$ cat src/rtl/rs_alu_sched_pkg.sv
// Shared constants for the ALU reservation-station datapath and its issue scheduler.
package rs_alu_sched_pkg;

    localparam int RS_SIZE_DEFAULT = 16;
    localparam int ROB_TAG_W       = 5;

    // Round-robin successor of entry k in a ring of n entries (n need not be a power of two).
    function automatic int wrap_next(input int k, input int n);
        return (k + 1 == n) ? 0 : k + 1;
    endfunction

endpackage

$ cat src/rtl/rs_alu_sched_rr_pick.sv
// Rotating priority encoder: first requester at or after ptr, wrapping past N-1 back to 0.
module rs_alu_sched_rr_pick #(
    parameter  int N  = 16,
    localparam int IW = $clog2(N)
) (
    input  logic [N-1:0]  req,
    input  logic [IW-1:0] ptr,
    input  logic          en,
    output logic [N-1:0]  grant,
    output logic [IW-1:0] idx,
    output logic          found
);

    int            cand;
    logic [IW-1:0] sel;

    always_comb begin
        grant = '0;
        idx   = '0;
        found = 1'b0;
        cand  = 0;
        sel   = '0;
        if (en) begin
            for (int i = 0; i < N; i++) begin
                cand = int'(ptr) + i;
                if (cand >= N) begin
                    cand = cand - N;
                end
                sel = IW'(cand);
                if (!found && req[sel]) begin
                    found      = 1'b1;
                    idx        = sel;
                    grant[sel] = 1'b1;
                end
            end
        end
    end

endmodule

$ cat src/rtl/rs_alu_sched.sv
// ALU issue scheduler: round-robin pick from the RS, then issue and result stages,
// with the result stage held until the CDB arbiter accepts it.
module rs_alu_sched
    import rs_alu_sched_pkg::*;
#(
    parameter  int RS_SIZE = RS_SIZE_DEFAULT,
    localparam int IDX_W   = $clog2(RS_SIZE)
) (
    input  logic               clk_in,
    input  logic               rst_in,
    input  logic               rdy_in,
    input  logic               clear_in,
    input  logic [RS_SIZE-1:0] req_in,
    output logic [RS_SIZE-1:0] grant_out,
    output logic               issue_valid_out,
    output logic [IDX_W-1:0]   issue_idx_out,
    output logic               alu_stall_out,
    output logic               cdb_req_out,
    input  logic               cdb_grant_in,
    output logic               busy_out
);

    logic             s1;
    logic             s2;
    logic             advance;
    logic             pick_found;
    logic [IDX_W-1:0] pick_idx;
    logic [IDX_W-1:0] rr_ptr;

    // Gating on rst_in keeps the RS from freeing entries while the pipeline is held in reset.
    assign advance       = rst_in & rdy_in & ~clear_in & (~s2 | cdb_grant_in);
    assign alu_stall_out = s2 & ~cdb_grant_in & rdy_in;

    assign issue_valid_out = s1;
    assign cdb_req_out     = s2;
    assign busy_out        = s1 | s2;

    rs_alu_sched_rr_pick #(
        .N (RS_SIZE)
    ) u_pick (
        .req   (req_in),
        .ptr   (rr_ptr),
        .en    (advance),
        .grant (grant_out),
        .idx   (pick_idx),
        .found (pick_found)
    );

    always_ff @(posedge clk_in or negedge rst_in) begin
        if (!rst_in) begin
            rr_ptr        <= '0;
            s1            <= 1'b0;
            s2            <= 1'b0;
            issue_idx_out <= '0;
        end else if (rdy_in) begin
            if (clear_in) begin
                // Flush wins over a same-cycle CDB grant; that result is dropped.
                s1 <= 1'b0;
                s2 <= 1'b0;
            end else if (advance) begin
                s2 <= s1;
                s1 <= pick_found;
                if (pick_found) begin
                    issue_idx_out <= pick_idx;
                    rr_ptr        <= IDX_W'(wrap_next(int'(pick_idx), RS_SIZE));
                end
            end
        end
    end

endmodule

$ cat config.mk
export PLATFORM = sky130hd
export DESIGN_NAME = rs_alu_sched
export DESIGN_NICKNAME = d
export VERILOG_FILES = /design/src/rtl/rs_alu_sched_pkg.sv /design/src/rtl/rs_alu_sched_rr_pick.sv /design/src/rtl/rs_alu_sched.sv
export SDC_FILE = /design/constraint.sdc
export NUM_CORES = 1
export LEC_CHECK = 0
export CAP_MARGIN = 20
export CORE_ASPECT_RATIO = 1.4
export CORE_UTILIZATION = 41
export CTS_BUF_LIST = sky130_fd_sc_hd__clkbuf_8 sky130_fd_sc_hd__clkbuf_16
export CTS_CLUSTER_SIZE = 12
export DETAILED_ROUTE_END_ITERATION = 6
export PLACE_DENSITY_LB_ADDON = 0.2
export SYNTH_ARGS = -nofsm -noshare
export SYNTH_HDL_FRONTEND = slang
export SYNTH_SLANG_ARGS = --single-unit
$ cat constraint.sdc
create_clock -name clk_in -period 6.9 [get_ports clk_in]
set_clock_uncertainty 0.15 [all_clocks]
set_input_delay 1.38 -clock clk_in [delete_from_list [all_inputs] [get_ports clk_in]]
set_output_delay 1.38 -clock clk_in [all_outputs]
set_load 0.01 [all_outputs]
==> reports/qor.txt, run 1 <==
Peak supply drop: 0.669 mV
initial antenna violation count: 0
reg-to-reg endpoint: rr_ptr[1]
Antenna diodes: 0
largest family of logic cells by synthesized area: compound AO/OA/AOI/OAI gates
Fill cells: 1041
hold crit path type: register to register
CTS tree: built
Reg2Reg Depth: 16
HPWL after detailed placement: 19800 um
critical path type: input pin to output port
Compound-Gate Fraction of Synth Area: 32.7%
GRT Resource Usage Total: 43.7%
Detailed Route Iter0 Violations: 760
Pwr Density: 569 mW/mm^2
yosys warns: 0
Distinct cells, synth: 80
slowest stage delay, CP: 580 ps
Post-Synth Simple-Gate Area: 25.6%
Syn Std Cell Area: 0.00468 mm^2
Area growth, synth to finish: 34.8%
dpl cell area: 0.00612 mm^2
Pleak: 2.65 nW
clk sinks: 10
Clk network pwr share: 3.1%
top_reg_cell synth: dfrtp_1
Most common cell on crit path: buf_4
antenna-violating nets left: 0
Mapped Cells: 651
max-cap violations: 0
chip width: 92.3 um
worst hold path endpoint: issue_idx_out[0]
# DRC: 0
final cell area excluding filler cells: 0.00631 mm^2
total power: 3.59 mW
slowest cell on the critical path: mux4_2
Seq/Total Area, Yosys: 5.34%
hold_ws: 321 ps
input/output buffers: 44
Rel. slew slack: 32.8%
asr flop ratio synth: 100%
hold path start: issue_idx_out[0]
Initial Util: 42.7%
I/O Pins: 45
mux contribution to synthesized area: 23.3%
DRT Pass-1 Iters: 5
synthesis-stage register bit count: 10
Net Sw Power: 2.11 mW
crit path cell chain: clkdlybuf4s50_1 -> mux4_2 -> mux4_2 -> buf_4 -> inv_1 -> nor3_1 -> buf_4 -> buf_4 -> and2_1 -> a222oi_1 -> o221ai_1 -> nor3_1 -> a31oi_1 -> clkdlybuf4s15_1
worst slew pin tran: 998 ps
Die Span Y: 128 um
Vias/cell: 7.16
Internal: 1.48 mW
Fin Setup TNS: 0 ps
post-route minimum period: 6820 ps
row count: 45
clk_lat worst skew: 230 ps
Worst EP arrival: 5290 ps
Worst R2R Start: rr_ptr[1]
Synth Area in XOR/XNOR: 2.99%
Die ar.: 0.0119 mm^2
routed wire length: 25700 um
r2r setup slk: 1840 ps
buffers and inverters on the worst path: 6
Slew Viols, Final: 0
final core utilization: 57.5%
GRT overflow: 0
Hold Vio Cnt, Final: 0
gp weighted congestion: 1.07
Syn Area/Cell: 7.19 um^2
CTS clk-pin slew, worst paths: 40 ps
Post-Syn Nets: 686
CP max FO: 5
hold depth: 1
Gate power share: 94.3%
largest net degree at the start of global routing: 43
Reg power frac: 2.6%
H-tree depth: 1
Routed wire per std cell: 27.8 um
CP Launch Type: input pin
clk buf depth: 2
CORE AREA: 0.0110 mm^2
root buffer cell: clkbuf_16
EDFF count, synth: 0
vias in the first global route: 6460
layout cells sized above 1: 27.5%
final setup fails: 0
switching share of power: 58.7%
Post-layout nets: 818
Inserted Clock Buffers: 3
Final Cycle Share: 98.8%
Worst setup EP type: output port
first-pass GRT wire length: 38700 um
max frequency: 0.147 GHz
dominant delay contributor by cell family on the critical path: buffers and inverters
vias: 6605
Synth Area in Adders: 3.74%
status: completed
RSZ-0062 raised after global routing: false
required time worst endpoint: 5370 ps
-- through the flow --
| step | cells | setup WS, ps |
|---|---|---|
| floorplan | 651 | 568 |
| global placement | 918 | -104 |
| detailed placement | 918 | -137 |
| CTS | 922 | 7.71 |
| global route | 923 | 24.0 |
| finish | 923 | 80.0 |
-- flip-flops by register name, summed over array words and instances, names as in the netlist --
name / count
cdb_req_out: 1
rr_ptr: 4
issue_idx_out: 4
issue_valid_out: 1
-- worst max path at each step --
stage               start            end  slack (ps)  depth (start not counted)
2_1_floorplan   rr_ptr[1]   grant_out[9]         570                         17
3_3_place_gp    req_in[2]   grant_out[3]        -100                         14
3_5_place_dp    req_in[2]   grant_out[3]        -140                         14
4_1_cts         req_in[2]  grant_out[15]           8                         15
5_1_grt        req_in[11]   grant_out[9]          20                         15
6_report       req_in[14]   grant_out[5]          80                         14
-- layout by cell type, fill, tap and decap left out, types with 10 or more instances in the layout --
cell type          n
buf_4            141
nand2_1          107
nor2_1            45
o21ai_0           31
a21oi_1           27
nand3_1           27
a31oi_1           27
mux4_2            26
clkdlybuf4s50_1   26
mux2i_1           22
nor3_1            18
mux2_2            17
ha_1              14
dlymetal6s2s_1    13
and2_1            12
o211ai_1          12
o221ai_1          12
xnor2_1           11
dfrtp_1           10
-- metal layers --
layer,routed length (um),vias to the layer above,global-route usage [%]
li1,-,2815,-
met1,8330,3118,45.6
met2,12100,509,73.8
met3,2440,163,9.57
met4,2750,0,37.8
met5,0,-,0
-- cell usage after synthesis, types with 6 or more instances --
| cell | count | area (um^2) |
|---|---|---|
| a221oi_1 | 8 | 70.1 |
| and2_1 | 13 | 81.3 |
| o221ai_1 | 12 | 105 |
| o21ai_0 | 35 | 175 |
| ha_1 | 14 | 175 |
| nor3_1 | 19 | 95.1 |
| mux2i_1 | 22 | 220 |
| a31oi_1 | 28 | 175 |
| a21oi_1 | 28 | 140 |
| nand3_1 | 27 | 135 |
| a22o_1 | 9 | 78.8 |
| nand2_1 | 107 | 402 |
| nand4_1 | 9 | 56.3 |
| dfrtp_1 | 10 | 250 |
| inv_1 | 9 | 33.8 |
| mux2_2 | 17 | 191 |
| o211ai_1 | 12 | 90.1 |
| mux4_2 | 26 | 586 |
| a32oi_1 | 7 | 61.3 |
| buf_2 | 11 | 55.1 |
| mux2_1 | 7 | 78.8 |
| xnor2_1 | 11 | 96.3 |
| nand2b_1 | 6 | 37.5 |
| clkbuf_1 | 42 | 158 |
| nor2_1 | 46 | 173 |
| o22ai_1 | 6 | 37.5 |
-- cells by family after synthesis --
group,count (synthesis)
fa+ha+maj,14
compound gates,214
simple gates,255
xor+xnor,16
buf+inv,69
mux,73
flops,10
-- what timing repair did --
item,4_1_cts,5_1_grt
pin swaps,1,3
resized for setup,13,24
buffers inserted,0,1
setup endpoints to repair,11,14
hold buffers,0,0
-- cell type report --
type | instances | area, um^2 | area share (%)
clock buffers | 4 | 88.8 | 1.41
inverters | 10 | 37.5 | 0.595
multi-input cells | 572 | 4210 | 66.7
flip-flops and latches | 10 | 250 | 3.96
well taps | 141 | 176 | 2.79
repair buffers | 186 | 1550 | 24.5
-- power by group through the flow --
stage | logic [mW] | registers, mW | clock network [mW]
2_1_floorplan | 1.85 | 0.101 | 0
3_3_place_gp | 3.18 | 0.0934 | 0
3_5_place_dp | 3.20 | 0.0935 | 0
4_1_cts | 3.24 | 0.0933 | 0.114
5_1_grt | 3.50 | 0.0964 | 0.117
6_report | 3.39 | 0.0931 | 0.112
-- worst reg2reg max path, delay by kind of cell (launching register included) --
| kind | cells | cell delay [ps] |
|---|---|---|
| buffers and inverters | 5 | 970 |
| AOI/OAI and AO/OA | 2 | 510 |
| DFF | 1 | 310 |
| and+or+nand+nor | 3 | 630 |
| muxes | 4 | 1340 |
| adders and majority gates | 2 | 1050 |
No activity file was read; power rests on OpenSTA's default activity.
==> inputs of run 2 (changes only) <==
Settings changed: CORE_MARGIN from default to 2, REMOVE_ABC_BUFFERS from default to 1.
==> reports/qor.txt, run 2 (synthesized netlist as in run 1, its figures left out) <==
Worst setup EP type: output port
worst hold path endpoint: issue_idx_out[0]
status: completed
vias in the first global route: 6261
hold path start: issue_idx_out[0]
Peak supply drop: 0.569 mV
routed wire length: 24800 um
r2r setup slk: 2060 ps
Area growth, synth to finish: 32.9%
Detailed Route Iter0 Violations: 551
WL met1: 8370 um
slowest cell on the critical path: mux4_2
worst slew pin tran: 948 ps
CTS clk-pin slew, worst paths: 40 ps
row count: 46
critical path type: input pin to output port
Inserted Clock Buffers: 3
commonest non-fill, non-tap cell in the layout: buf_4
max frequency: 0.152 GHz
Rel. slew slack: 36.1%
initial antenna violation count: 0
Antenna diodes: 0
# DRC: 0
met3 routed wirelength: 2010 um
Fill cells: 1119
largest net degree at the start of global routing: 43
DRT Pass-1 Iters: 5
input/output buffers: 44
hold buffer count at CTS: 0
Worst EP arrival: 5050 ps
vias: 6298
Initial Util: 41.7%
Slew Viols, Final: 0
top layer reached by signal wires: met4
Vias/cell: 6.93
gp weighted congestion: 1.11
dpl cell area: 0.00600 mm^2
final cell area excluding filler cells: 0.00622 mm^2
final setup fails: 0
layout cells sized above 1: 26.3%
clk sinks: 10
root buffer cell: clkbuf_16
hold depth: 1
CP max FO: 7
HPWL after detailed placement: 19100 um
commonest cells after routing, fill and taps aside: buf_4, nand2_1, nor2_1
buffers and inverters on the worst path: 5
slowest stage delay, CP: 550 ps
I/O Pins: 45
CP Launch Type: input pin
Largest regs: issue_idx_out: 4 flops, rr_ptr: 4 flops
required time worst endpoint: 5370 ps
Worst R2R Start: rr_ptr[1]
Hold Vio Cnt, Final: 0
Die ar.: 0.0123 mm^2
H-tree depth: 1
GRT Resource Usage Total: 40.5%
clk buf depth: 2
max-cap violations: 0
CTS tree: built
Reg2Reg Depth: 14
Detail Route met2 WL: 12000 um
Pleak: 2.65 nW
Pwr Density: 559 mW/mm^2
post-route minimum period: 6580 ps
Final Cycle Share: 95.4%
reg-to-reg endpoint: rr_ptr[1]
Post-layout nets: 801
GRT overflow: 0
Die Span Y: 130 um
hold_ws: 324 ps
first-pass GRT wire length: 37000 um
crit path cell chain: clkdlybuf4s50_1 -> mux4_2 -> mux4_2 -> buf_4 -> inv_1 -> nor3_1 -> buf_4 -> and2_1 -> a222oi_1 -> o221ai_1 -> a31oi_1 -> o221ai_1 -> a21oi_1 -> a31oi_1 -> dlymetal6s2s_1
antenna-violating nets left: 0
clk_lat worst skew: 240 ps
RSZ-0062 raised after global routing: false
dominant delay contributor by cell family on the critical path: compound AO/OA/AOI/OAI gates
chip width: 94.3 um
CORE AREA: 0.0112 mm^2
hold crit path type: register to register
Routed wire per std cell: 27.3 um
## run 2: what timing repair did
item / CTS / global route
resized for setup: 3 / 35
pin swaps: 0 / 3
hold endpoints to repair: 0 / 0
cloned: 0 / 0
setup buffers: 1 / 0
setup endpoints to repair: 4 / 16
## run 2: through the flow
step | util [%] | power [mW] | instances | TNS [ps] | worst slack, ps
2_1_floorplan | - | 1.87 | 592 | -7390 | -542
3_3_place_gp | 53.4 | 3.18 | 904 | -259 | -107
3_5_place_dp | 53.4 | 3.19 | 904 | -277 | -111
4_1_cts | 54.4 | 3.32 | 909 | 0 | 9.80
5_1_grt | 55.5 | 3.63 | 909 | 0 | 111
6_report | 55.5 | 3.48 | 909 | 0 | 318
## run 2: worst max-delay path by stage
| stage | startpoint | endpoint | slack, ps | cells after the start |
|---|---|---|---|---|
| floorplan | rr_ptr[0] | grant_out[9] | -540 | 13 |
| global placement | req_in[12] | grant_out[11] | -110 | 13 |
| detailed placement | req_in[12] | grant_out[11] | -110 | 13 |
| CTS | req_in[11] | grant_out[5] | 10 | 15 |
| global route | req_in[1] | grant_out[7] | 110 | 15 |
| finish | req_in[14] | grant_out[6] | 320 | 15 |
## run 2: power breakdown
part           switching, mW  leakage [nW]  total (mW)  internal (mW)
Clock                 0.0265        0.0442       0.114         0.0871
Sequential            0.0254         0.126       0.105         0.0798
Combinational           2.00          2.48        3.26           1.26
## run 2: layout make-up
cell class	instances	area, um^2	area share (%)
clock buffers	4	88.8	1.43
inverters	10	37.5	0.603
multi-input cells	572	4230	67.9
flip-flops and latches	10	250	4.02
well taps	144	180	2.90
repair buffers	169	1440	23.1
## run 2: layer usage
layer	up-vias	track usage, %
met5	-	0
met2	399	68.9
met4	0	30.9
li1	2770	-
met3	134	8.83
met1	2995	43.7
==> inputs of run 3 (changes only) <==
Settings changed: RECOVER_POWER from default to 50, SETUP_SLACK_MARGIN from default to 0.4.
==> reports/qor.txt, run 3 (synthesized netlist as in run 1, its figures left out) <==
status: complete, but fails checks
failing checks: max-capacitance violations, max-slew violations
crit path cell chain: dlygate4sd2_1 -> mux2_1 -> mux4_2 -> mux2_1 -> nor4_1 -> buf_4 -> nand4_2 -> nor2_1 -> buf_4 -> nand2_1 -> buf_4 -> o221ai_1 -> a211oi_1 -> a21oi_1 -> dlygate4sd2_1
GRT overflow: 0
Detailed Route Iter0 Violations: 491
H-tree depth: 1
Rel. slew slack: -8.21%
required time worst endpoint: 5370 ps
hold crit path type: register to register
Inserted Clock Buffers: 3
Area growth, synth to finish: 33.4%
Vias/cell: 6.99
CP max FO: 6
CP Launch Type: input pin
antenna-violating nets left: 0
Pleak: 2.50 nW
Post-layout nets: 808
layout cells sized above 1: 29.0%
max frequency: 0.155 GHz
Slew Viols, Final: 12
worst hold path endpoint: issue_idx_out[2]
GRT Resource Usage Total: 40.9%
slowest cell on the critical path: mux4_2
Worst EP arrival: 4920 ps
clk buf depth: 2
final cell area excluding filler cells: 0.00625 mm^2
Peak supply drop: 0.565 mV
buffers and inverters on the worst path: 5
Die ar.: 0.0123 mm^2
post-route minimum period: 6450 ps
dominant delay contributor by cell family on the critical path: multiplexers
# placed instances: 904
reg-to-reg endpoint: rr_ptr[1]
initial antenna violation count: 0
largest net degree at the start of global routing: 43
Largest regs: issue_idx_out: 4 flops, rr_ptr: 4 flops
commonest cells after routing, fill and taps aside: buf_4, nand2_1, nor2_1
Die Span Y: 130 um
fin cells: 916
critical path type: input pin to output port
HPWL after detailed placement: 19100 um
chip width: 94.3 um
Final Cycle Share: 93.4%
final worst slack: 452 ps
DRT Pass-1 Iters: 5
hold path start: issue_idx_out[2]
I/O Pins: 45
dpl ws: -111 ps
row count: 46
CORE AREA: 0.0112 mm^2
slowest stage delay, CP: 520 ps
Reg2Reg Depth: 11
max-cap violations: 1
Fin Setup TNS: 0 ps
Antenna diodes: 0
first-pass GRT wire length: 37300 um
gp weighted congestion: 1.11
RSZ-0062 raised after global routing: false
routed wire length: 25000 um
clk sinks: 10
clk_lat worst skew: 240 ps
CTS tree: built
r2r setup slk: 1660 ps
final setup fails: 0
Most common cell on crit path: buf_4
CTS clk-pin slew, worst paths: 40 ps
vias: 6407
commonest non-fill, non-tap cell in the layout: buf_4
hold depth: 1
vias in the first global route: 6292
input/output buffers: 44
# DRC: 0
final core utilization: 55.7%
Hold Vio Cnt, Final: 0
Levels on crit path: 15
hold buffer count at CTS: 0
Worst setup EP type: output port
worst slew pin tran: 1600 ps
Initial Util: 41.7%
dpl cell area: 0.00600 mm^2
Routed wire per std cell: 27.3 um
Pwr Density: 565 mW/mm^2
Worst R2R Start: rr_ptr[1]
root buffer cell: clkbuf_16
-- run 3: routing by layer --
metal / wire length [um] / track usage (%)
met3: 2110 / 9.06
met4: 2420 / 30.9
met1: 8310 / 44.5
met2: 12200 / 69.2
met5: 0 / 0
-- run 3: how the worst max path moves through the flow --
| stage | to | from | slack (ps) |
|---|---|---|---|
| floorplan | grant_out[9] | rr_ptr[0] | -540 |
| global placement | grant_out[11] | req_in[12] | -110 |
| detailed placement | grant_out[11] | req_in[12] | -110 |
| CTS | grant_out[11] | req_in[9] | 360 |
| global route | grant_out[2] | req_in[4] | 330 |
| finish | grant_out[2] | req_in[4] | 450 |
-- run 3: per-stage QoR --
stage / hold slack (ps) / power [mW]
after CTS: 329 / 3.37
final: 319 / 3.53
after floorplan: 368 / 1.87
after global routing: 334 / 3.68
after detailed placement: 320 / 3.19
after global placement: 314 / 3.18
-- run 3: where the power goes --
group	switching, mW	internal (mW)
Combinational	2.04	1.27
Clock	0.0265	0.0871
Sequential	0.0250	0.0797
-- run 3: timing repair --
| action | in CTS | in global routing |
|---|---|---|
| pin swaps | 5 | 4 |
| resized for setup | 62 | 23 |
| buffers inserted | 6 | 2 |
| setup endpoints to repair | 16 | 16 |
-- run 3: final cells by class --
cell class                 count  area (um^2)
clock buffer                   4         88.8
fill                        1137         4980
inverter                      10         37.5
multi-input combinational    572         4280
sequential                    10          250
tap                          144          180
timing repair buffer         176         1410
-- run 3: worst reg2reg max path: stages, from the launching register on --
cell and delay, ps:
dfrtp_1 340, inv_1 160, ha_1 870, mux4_2 490, mux2_2 320, mux2_2 310, nor4_4 230, buf_4 190
nand4_2 130, buf_4 180, o41ai_1 1310, mux2_2 440
